$ cat config.mk
export PLATFORM = sky130hd
export DESIGN_NAME = wb_arbiter2
export DESIGN_NICKNAME = d
export VERILOG_FILES = /design/src/rtl/wb_arbiter2.sv
export SDC_FILE = /design/constraint.sdc
export NUM_CORES = 1
export LEC_CHECK = 0
export CAP_MARGIN = 20
export CELL_PAD_IN_SITES_DETAIL_PLACEMENT = 1
export CELL_PAD_IN_SITES_GLOBAL_PLACEMENT = 2
export CORE_MARGIN = 8
export CORE_UTILIZATION = 10
export CTS_BUF_LIST = sky130_fd_sc_hd__clkbuf_8
export CTS_CLUSTER_SIZE = 24
export DETAILED_ROUTE_END_ITERATION = 6
export PLACE_DENSITY = 0.95
export SLEW_MARGIN = 10
export SYNTH_ARGS = -nofsm -noshare
export SYNTH_HDL_FRONTEND = slang
export SYNTH_SLANG_ARGS = --single-unit
export TNS_END_PERCENT = 100
$ cat constraint.sdc
create_clock -name clk -period 3.88 [get_ports clk]
set_input_delay 0.776 -clock clk [delete_from_list [all_inputs] [get_ports clk]]
set_output_delay 0.776 -clock clk [all_outputs]
set_load 0.01 [all_outputs]
$ cat src/rtl/wb_arbiter2.sv
`default_nettype none
// ============================================================================
// Module      : wb_arbiter2
// Description : Two-master / one-slave Wishbone classic round-robin arbiter.
//               Optional STB watchdog enabled by macro WB_ARB_TIMEOUT_EN.
// Revision    : 1.0 - initial release
// ============================================================================
module wb_arbiter2 #(
    parameter int ADR_W          = 14,
    parameter int DAT_W          = 32,
    parameter int TIMEOUT_CYCLES = 255
) (
    input  logic               clk,
    input  logic               rst_n,
    // master 0
    input  logic               m0_CYC,
    input  logic               m0_STB,
    input  logic               m0_WE,
    input  logic [ADR_W-1:0]   m0_ADR,
    input  logic [DAT_W-1:0]   m0_DAT_MOSI,
    input  logic [DAT_W/8-1:0] m0_SEL,
    output logic               m0_ACK,
    output logic               m0_ERR,
    output logic [DAT_W-1:0]   m0_DAT_MISO,
    // master 1
    input  logic               m1_CYC,
    input  logic               m1_STB,
    input  logic               m1_WE,
    input  logic [ADR_W-1:0]   m1_ADR,
    input  logic [DAT_W-1:0]   m1_DAT_MOSI,
    input  logic [DAT_W/8-1:0] m1_SEL,
    output logic               m1_ACK,
    output logic               m1_ERR,
    output logic [DAT_W-1:0]   m1_DAT_MISO,
    // slave
    output logic               s_CYC,
    output logic               s_STB,
    output logic               s_WE,
    output logic [ADR_W-1:0]   s_ADR,
    output logic [DAT_W-1:0]   s_DAT_MOSI,
    output logic [DAT_W/8-1:0] s_SEL,
    input  logic               s_ACK,
    input  logic [DAT_W-1:0]   s_DAT_MISO,
    output logic [1:0]         grant
);

    typedef enum logic [1:0] {
        ST_IDLE = 2'd0,
        ST_OWN0 = 2'd1,
        ST_OWN1 = 2'd2
    } state_t;

    state_t r_state;
    state_t w_state_nxt;
    logic   r_last;
    logic   w_last_nxt;
    logic   w_own0;
    logic   w_own1;
    logic   w_stb_own;
    logic   w_stb_block;
    logic   w_tmo_hit;

    always_ff @(posedge clk) begin
        if (!rst_n) begin
            r_state <= ST_IDLE;
            r_last  <= 1'b1;
        end else begin
            r_state <= w_state_nxt;
            r_last  <= w_last_nxt;
        end
    end

    // r_last holds the most recent owner (1 = m1), so a tie goes to the other.
    always_comb begin
        w_state_nxt = r_state;
        w_last_nxt  = r_last;
        case (r_state)
            ST_IDLE: begin
                if (m0_CYC && m1_CYC) begin
                    w_state_nxt = r_last ? ST_OWN0 : ST_OWN1;
                    w_last_nxt  = ~r_last;
                end else if (m0_CYC) begin
                    w_state_nxt = ST_OWN0;
                    w_last_nxt  = 1'b0;
                end else if (m1_CYC) begin
                    w_state_nxt = ST_OWN1;
                    w_last_nxt  = 1'b1;
                end
            end
            ST_OWN0: if (!m0_CYC) w_state_nxt = ST_IDLE;
            ST_OWN1: if (!m1_CYC) w_state_nxt = ST_IDLE;
            default: w_state_nxt = ST_IDLE;
        endcase
    end

    assign w_own0 = (r_state == ST_OWN0);
    assign w_own1 = (r_state == ST_OWN1);
    assign grant  = {w_own1, w_own0};

    always_comb begin
        s_CYC       = 1'b0;
        w_stb_own   = 1'b0;
        s_WE        = 1'b0;
        s_ADR       = '0;
        s_DAT_MOSI  = '0;
        s_SEL       = '0;
        m0_DAT_MISO = '0;
        m1_DAT_MISO = '0;
        if (w_own0) begin
            s_CYC       = m0_CYC;
            w_stb_own   = m0_STB;
            s_WE        = m0_WE;
            s_ADR       = m0_ADR;
            s_DAT_MOSI  = m0_DAT_MOSI;
            s_SEL       = m0_SEL;
            m0_DAT_MISO = s_DAT_MISO;
        end else if (w_own1) begin
            s_CYC       = m1_CYC;
            w_stb_own   = m1_STB;
            s_WE        = m1_WE;
            s_ADR       = m1_ADR;
            s_DAT_MOSI  = m1_DAT_MOSI;
            s_SEL       = m1_SEL;
            m1_DAT_MISO = s_DAT_MISO;
        end
    end

    assign s_STB  = w_stb_own & ~w_stb_block;
    assign m0_ACK = s_ACK & w_own0 & m0_STB;
    assign m1_ACK = s_ACK & w_own1 & m1_STB;
    assign m0_ERR = w_tmo_hit & w_own0;
    assign m1_ERR = w_tmo_hit & w_own1;

`ifdef WB_ARB_TIMEOUT_EN
    localparam int c_cnt_w = ($clog2(TIMEOUT_CYCLES + 1) < 8) ? 8 : $clog2(TIMEOUT_CYCLES + 1);
    localparam logic [c_cnt_w-1:0] c_tmo_lim = c_cnt_w'(TIMEOUT_CYCLES);
    localparam logic [c_cnt_w-1:0] c_one     = c_cnt_w'(1);

    logic [c_cnt_w-1:0] r_tmo_cnt;
    logic               r_tmo_blank;

    // Strobe is withdrawn in the error cycle and the one after it.
    assign w_tmo_hit   = (r_tmo_cnt == c_tmo_lim);
    assign w_stb_block = w_tmo_hit | r_tmo_blank;

    always_ff @(posedge clk) begin
        if (!rst_n) begin
            r_tmo_cnt   <= '0;
            r_tmo_blank <= 1'b0;
        end else begin
            r_tmo_blank <= w_tmo_hit;
            if ((r_state == ST_IDLE) || (w_state_nxt == ST_IDLE) || w_tmo_hit || !s_STB || s_ACK)
                r_tmo_cnt <= '0;
            else
                r_tmo_cnt <= r_tmo_cnt + c_one;
        end
    end
`else
    assign w_tmo_hit   = 1'b0;
    assign w_stb_block = 1'b0;

    // The watchdow limit only shapes logic when the watchdog is built in.
    if (TIMEOUT_CYCLES < 1) begin : g_tmo_unused
    end
`endif

endmodule
`default_nettype wire

Word-level counts from Yosys, hierarchy flattened
Cells that the tools add are included.
{"block": "word_totals", "regBits": 3, "output_inout_bits": 123, "word_cells": 42}
{"block": "op_classes", "n_eq_ne": 5, "n_mux": 25, "n_bitwise": 5, "reduce_logical": 5}
{"op": "32-bit 2-to-1 mux", "count": 5}
{"op": "14-bit 2-to-1 mux", "count": 2}
{"op": "2-bit 2-to-1 mux", "count": 6}
{"op": "1-bit 2-to-1 mux", "count": 9}
{"op": "4-bit 2-to-1 mux", "count": 2}
{"op": "2-bit one-hot mux with 3 select lines", "count": 1}
{"op": "1-bit AND", "count": 4}
{"op": "2-bit != test (second input constant)", "count": 2}
{"op": "4-bit != test (second input constant)", "count": 1}
{"op": "3-bit AND reduction", "count": 1}
{"op": "3-bit nonzero test", "count": 1}
{"op": "2-bit by 1-bit == test with 1-bit output (second input constant)", "count": 1}
{"op": "2-bit == test (second input constant)", "count": 1}
{"op": "2-bit logical NOT", "count": 1}
{"op": "2-bit AND reduction", "count": 1}
{"op": "1-bit logical AND", "count": 1}
{"op": "1-bit inverter", "count": 1}

Logic depth before layout (Yosys ltp)
Gate-level depths: netlist of run 1.
{"block": "depth", "word_depth": 4, "depth_mapped": 5}

Worst setup path before layout of run 1
OpenSTA, ideal clock, no wires.
{"block": "synth_path", "path_type": "input to output", "from": "input port m1_CYC", "to": "output port s_CYC", "arrival_ns": 1.103, "slack_ns": 2.001, "stages": 2, "n_path_buf": 0, "path_cell_list": "nor2b_1 a22o_1"}
{"block": "synth_between", "elab_chain_cells": 2}
{"element": "start: declaration", "line": "26", "source": "input logic m1_CYC,"}
{"element": "1-bit 2-to-1 mux", "line": "117", "source": "end else if (w_own1) begin"}
{"element": "1-bit 2-to-1 mux", "line": "109", "source": "if (w_own0) begin"}
{"element": "end: declaration", "line": "36", "source": "output logic s_CYC,"}
Every way passes these cells.

Worst setup path after layout of run 1
{"block": "layout_path", "from": "register r_state[1]", "to": "output port s_ADR[4]"}
{"block": "layout_between", "elab_chain_cells": 3, "word_cells_on_any_way": 4, "cone_classes": "eq/ne: 2; mux: 2"}
{"element": "start: declaration", "line": "53", "source": "state_t r_state;"}
{"element": "start signal: assignment", "line": "68", "source": "r_state <= w_state_nxt;"}
{"element": "2-bit == test", "line": "97", "source": "assign w_own1 = (r_state == ST_OWN1);"}
{"element": "14-bit 2-to-1 mux", "line": "117"}
{"element": "14-bit 2-to-1 mux (*)", "line": "109"}
{"element": "end: declaration", "line": "39", "source": "output logic [ADR_W-1:0] s_ADR,"}
Mark *: on every way between the ends. The rest lies on a longest branch, timed or not.

==> results of run 1 <==
power breakdown:
part	switching [mW]	internal (mW)	total, mW
Combinational	0.143	0.282	0.425
Sequential	0.00340	0.0335	0.0369
Clock	0.0231	0.0676	0.0907
cell usage in the layout (no fill, tap or decap), drive strengths merged:
master,Yosys,routed
conb,1,2
a22o,53,53
and2,64,64
inv,2,3
nor2,1,1
nor2b,3,3
a221o,1,1
or3b,1,1
a2111oi,1,1
clkdlybuf4s50,0,261
clkbuf,3,3
buf,20,2
o311a,1,1
and3,2,2
and2b,1,1
dfxtp,3,3
final cells by class:
type / count / area share
clock buffers: 3 / 0.0106
clock inverters: 1 / 0.000961
inverters: 2 / 0.00192
multi-input cells: 130 / 0.246
flip-flops and latches: 3 / 0.0154
well taps: 143 / 0.0458
repair buffers: 263 / 0.679
layer usage:
layer  global-route usage  vias to the layer above  wire length [µm]
met2                0.226                      134              5330
met3               0.0422                        8              1200
li1                     -                     1053                 -
met5                    0                        -                 0
met4               0.0196                        0               121
met1                0.118                     1010              3530
sequential cells by signal, summed over array words and instances (netlist names):
signal   cells
r_state      2
r_last       1
cells by family (layout without fill, tap and decap cells):
family	after synthesis	in the layout
AO/OA/AOI/OAI	56	56
other	1	2
buffers and inverters	25	269
flip-flops	3	3
AND/OR/NAND/NOR	72	72
worst paths after layout:
check	start	to	cells past startpoint
worst max-delay path	r_state[1]	s_ADR[4]	4
worst min-delay path	r_last	r_state[1]	1
worst max register to register	r_state[1]	r_last	2
worst min register to register	r_last	r_state[1]	1
critical path: stages (launching register included):
cell,delay [ns]
dfxtp_1,0.45
and2b_4,0.51
buf_12,0.27
a22o_1,0.16
clkdlybuf4s50_1,0.55
metrics by stage:
step	setup WS (ns)	util	cell area, µm²
2_1_floorplan	2.00	-	1160
3_3_place_gp	1.00	0.340	3860
3_5_place_dp	1.00	0.340	3860
4_1_cts	0.837	0.344	3910
5_1_grt	0.734	0.344	3910
6_report	0.902	0.344	3910
==> metrics.csv, run 1 <==
metric;value;unit
first_iter_violations;58;
syn-cell-area;0.00116;mm²
synthAdderAreaFrac;0;
h-tree-depth;1;
start_kind;register;
path_clk_slew;0.03;ns
synth_most_common_cell;and2_1;
grt_pass1_wl;14200;µm
async_reset_ff_frac;0;
synth_top_family_by_area;compound AO/OA/AOI/OAI gates;
synth_top_area_frac;0.401;
hold_violations;0;
fmax;336;MHz
rrSetupSlack;2.64;ns
synth.distinct_cells;17;
criticalPathCategory;register to output port;
seq_area_frac_synth;0.0518;
grt_usage;0.117;
io_buffer_count;261;
numCtsBuffers;3;
synth-edff-count;0;
synth-simple-area-share;0.392;
syn_area_per_cell;7.38;µm²
layout_min_cycle_time;2.98;ns
maxCapViolations;0;
wirelength;10200;µm
core;0.0114;mm²
period_share;0.768;
cp.required;3.10;ns
crit_path_end_kind;output port;
areaGrowthSynthToFinish;237;%
yosysWarnings;0;
synth_xor_area_frac;0;
arrival;2.20;ns
fin_setup_tns;0;ns
status;finished, final reports clean;
synthFlopType;dfxtp_1;
grt_setup_unrepaired;no;
yosys_register_bits;3;
synthTopCellsByArea;a22o_1 (40%), and2_1 (35%), buf_2 (5.6%);
via_count;2205;
initial_core_util;0.102;
num-nets-final;544;
synth_area_leader_cell;a22o_1;
holdBufCountCts;0;
hold_class;register to register;
netlist_top_cells_count;and2_1 (64), a22o_1 (53), buf_2 (13);
synth_compound_area_frac;0.425;
finalMaxSlewViolations;0;
num_antenna_cells;0;
cts.sinks;3;
final-instance-count-excl-fill;545;
setup_viol;0;
worst_hold_slack;0.548;ns
grt_pass1_vias;2388;
power;0.553;mW
die_w;124;µm
netlist_instances;157;
clockRootBuffer;clkbuf_8;
nFillCells;1329;
dr.pass1.iters;4;
regArea;60.1;µm²
rows;39;
leakagePower;1.47;nW
dieArea;0.0153;mm²
synthMuxAreaShare;0;
grt_max_degree;86;
gp_congestion;0.744;
routedWlPerCell;18.7;µm
overflow;0;
clockBufferDepth;2;
crit_path_max_fanout;50;
placedCellCount;541;
post_drt_via_cell_ratio;4.05;
irDropWorstVdd;149;µV
cts_tree;yes;
postCtsResizedCells;0;
fp.dieH;124;µm
antenna_found_initial;0;
multi_input_area;962;µm²
power_density;142;mW/mm²
post-cts-setup-buffers;0;
hpwl;8750;µm
drc;0;
antenna_left;0;
io-pin-count;264;
layout-drive-gt1-share;0.0174;
insertion_delay;0.22;ns
final.setup_skew;0.00195;ns
Power figures use the tool's default switching activity.
==> inputs of run 2 (changes only) <==
- clock period: 3.88 -> 2.9 ns (I/O delays scaled with it)
==> metrics.csv, run 2 (synthesis gave the netlist of run 1 again) <==
metric;value;unit;change
overflow;0;;unchanged
setup_ws;0.309;ns;-0.592 ns
period_share;0.893;;
num_antenna_cells;0;;unchanged
cp.required;2.32;ns;-0.78 ns
start_kind;register;;
top_register;r_state;;
irDropWorstVdd;125;µV;-16%
antenna_left;0;;unchanged
num-nets-final;545;;+0.18%
routedWlPerCell;18.5;µm;-0.85%
rows;39;;unchanged
leakagePower;1.47;nW;+0.15%
die_w;124;µm;unchanged
insertion_delay;0.21;ns;about the same
fp.dieH;124;µm;unchanged
finalMaxSlewViolations;0;;unchanged
grt_setup_unrepaired;no;;
crit_path_max_incr_delay;0.55;ns;about the same
status;finished, final reports clean;;
holdPathStages;1;;unchanged
criticalPathCategory;register to output port;;
layout-drive-gt1-share;0.0199;;+0.00244
crit_path_end_kind;output port;;
power_density;188;mW/mm²;+33%
grt_max_degree;88;;+2.3%
fin_setup_tns;0;ns;unchanged
reg2regPathDepth;2;;unchanged
largest_reg_flops;2;;unchanged
fmax;386;MHz;
hold_violations;0;;unchanged
crit_path_max_fanout;39;;-22%
grt_usage;0.116;;-0.000462
io-pin-count;264;;unchanged
postCtsResizedCells;0;;unchanged
first_iter_violations;58;;unchanged
drc;0;;unchanged
areaGrowthSynthToFinish;237;%;
maxCapViolations;0;;unchanged
reg_top3;r_state (2), r_last (1);;
slowest_stage;clkdlybuf4s50_1;;
cts_tree;yes;;
via_count;2203;;-0.091%
final.setup_skew;0.00266;ns;+0.000713 ns
gp_congestion;0.730;;-2.0%
wirelength;10100;µm;-0.67%
numCtsBuffers;3;;unchanged
h-tree-depth;1;;unchanged
hpwl;8760;µm;+0.20%
path_clk_slew;0.03;ns;about the same
timing.rr.start;r_state[1];;
clockBufferDepth;2;;unchanged
hp-start;r_last;;
nFillCells;1333;;+0.30%
grt_pass1_wl;14200;µm;+0.25%
post_drt_via_cell_ratio;4.03;;-0.27%
dr.pass1.iters;2;;-2
clockRootBuffer;clkbuf_8;;
preCtsSetupSlack;0.403;ns;-0.600 ns
initial_core_util;0.102;;unchanged
crit_chain;and2b_4 > buf_4 > a22o_1 > clkdlybuf4s50_1;;
antenna_found_initial;0;;unchanged
core;0.0114;mm²;unchanged
layout_min_cycle_time;2.59;ns;
holdBufCountCts;0;;unchanged
crit_start;r_state[1];;
post-cts-setup-buffers;0;;unchanged
final_common_cell;clkdlybuf4s50_1;;
final_cell_mix;clkdlybuf4s50_1 (261), and2_1 (64), a22o_1 (53);;
grt_pass1_vias;2451;;+2.6%
io_buffer_count;261;;unchanged
hold_class;register to register;;
arrival;2.01;ns;-0.19 ns
cts.sinks;3;;unchanged
setup_viol;0;;unchanged
final_core_util;0.343;;-0.000440
dieArea;0.0153;mm²;unchanged
run 2: metal layers:
layer	vias up	share of wire	global-route usage
met5	-	0	0
met2	134	0.53	0.235
met1	1009	0.34	0.111
met3	6	0.13	0.0422
met4	0	0.0085	0.0150
li1	1054	-	-
run 2: worst max-delay path, delay by kind of cell (launching register included):
| kind | cells | cell delay [ns] |
|---|---|---|
| buffers and inverters | 2 | 0.91 |
| flip-flops | 1 | 0.45 |
| AO/OA/AOI/OAI | 1 | 0.22 |
| AND/OR/NAND/NOR | 1 | 0.20 |
run 2: final timing paths:
check	endpoint	slack, ns
max	s_ADR[13]	0.31
min	r_state[1]	0.53
max reg2reg	r_last	1.68
min reg2reg	r_state[1]	0.53
run 2: final cells by class:
type	count	area [µm²]	share of cell area
Inverter	2	7.51	0.00192
Sequential cell	3	60.1	0.0154
Clock inverter	1	3.75	0.000962
Timing Repair Buffer	264	2650	0.679
Tap cell	143	179	0.0459
Multi-Input combinational cell	130	962	0.247
Clock buffer	3	41.3	0.0106
run 2: per-stage QoR:
| stage | power, mW | hold WS [ns] | std cells | cell area, µm² |
|---|---|---|---|---|
| after global placement | 0.614 | 0.505 | 542 | 3860 |
| after floorplan | 0.230 | 0.467 | 158 | 1160 |
| after CTS | 0.746 | 0.541 | 546 | 3900 |
| after detailed placement | 0.624 | 0.539 | 542 | 3860 |
| after global routing | 0.779 | 0.607 | 546 | 3900 |
| final | 0.732 | 0.530 | 546 | 3900 |
run 2: report_power, final:
| group | switching [mW] | internal [mW] | total [mW] | leakage (nW) |
|---|---|---|---|---|
| registers | 0.00441 | 0.0448 | 0.0492 | 0.0249 |
| logic | 0.190 | 0.376 | 0.566 | 1.42 |
| clock network | 0.0265 | 0.0900 | 0.117 | 0.0269 |
==> inputs of run 3 (changes only) <==
- HOLD_SLACK_MARGIN: default -> 0.05
==> results of run 3 <==
The final DEF is identical to that of run 2; final timing and power are the same.
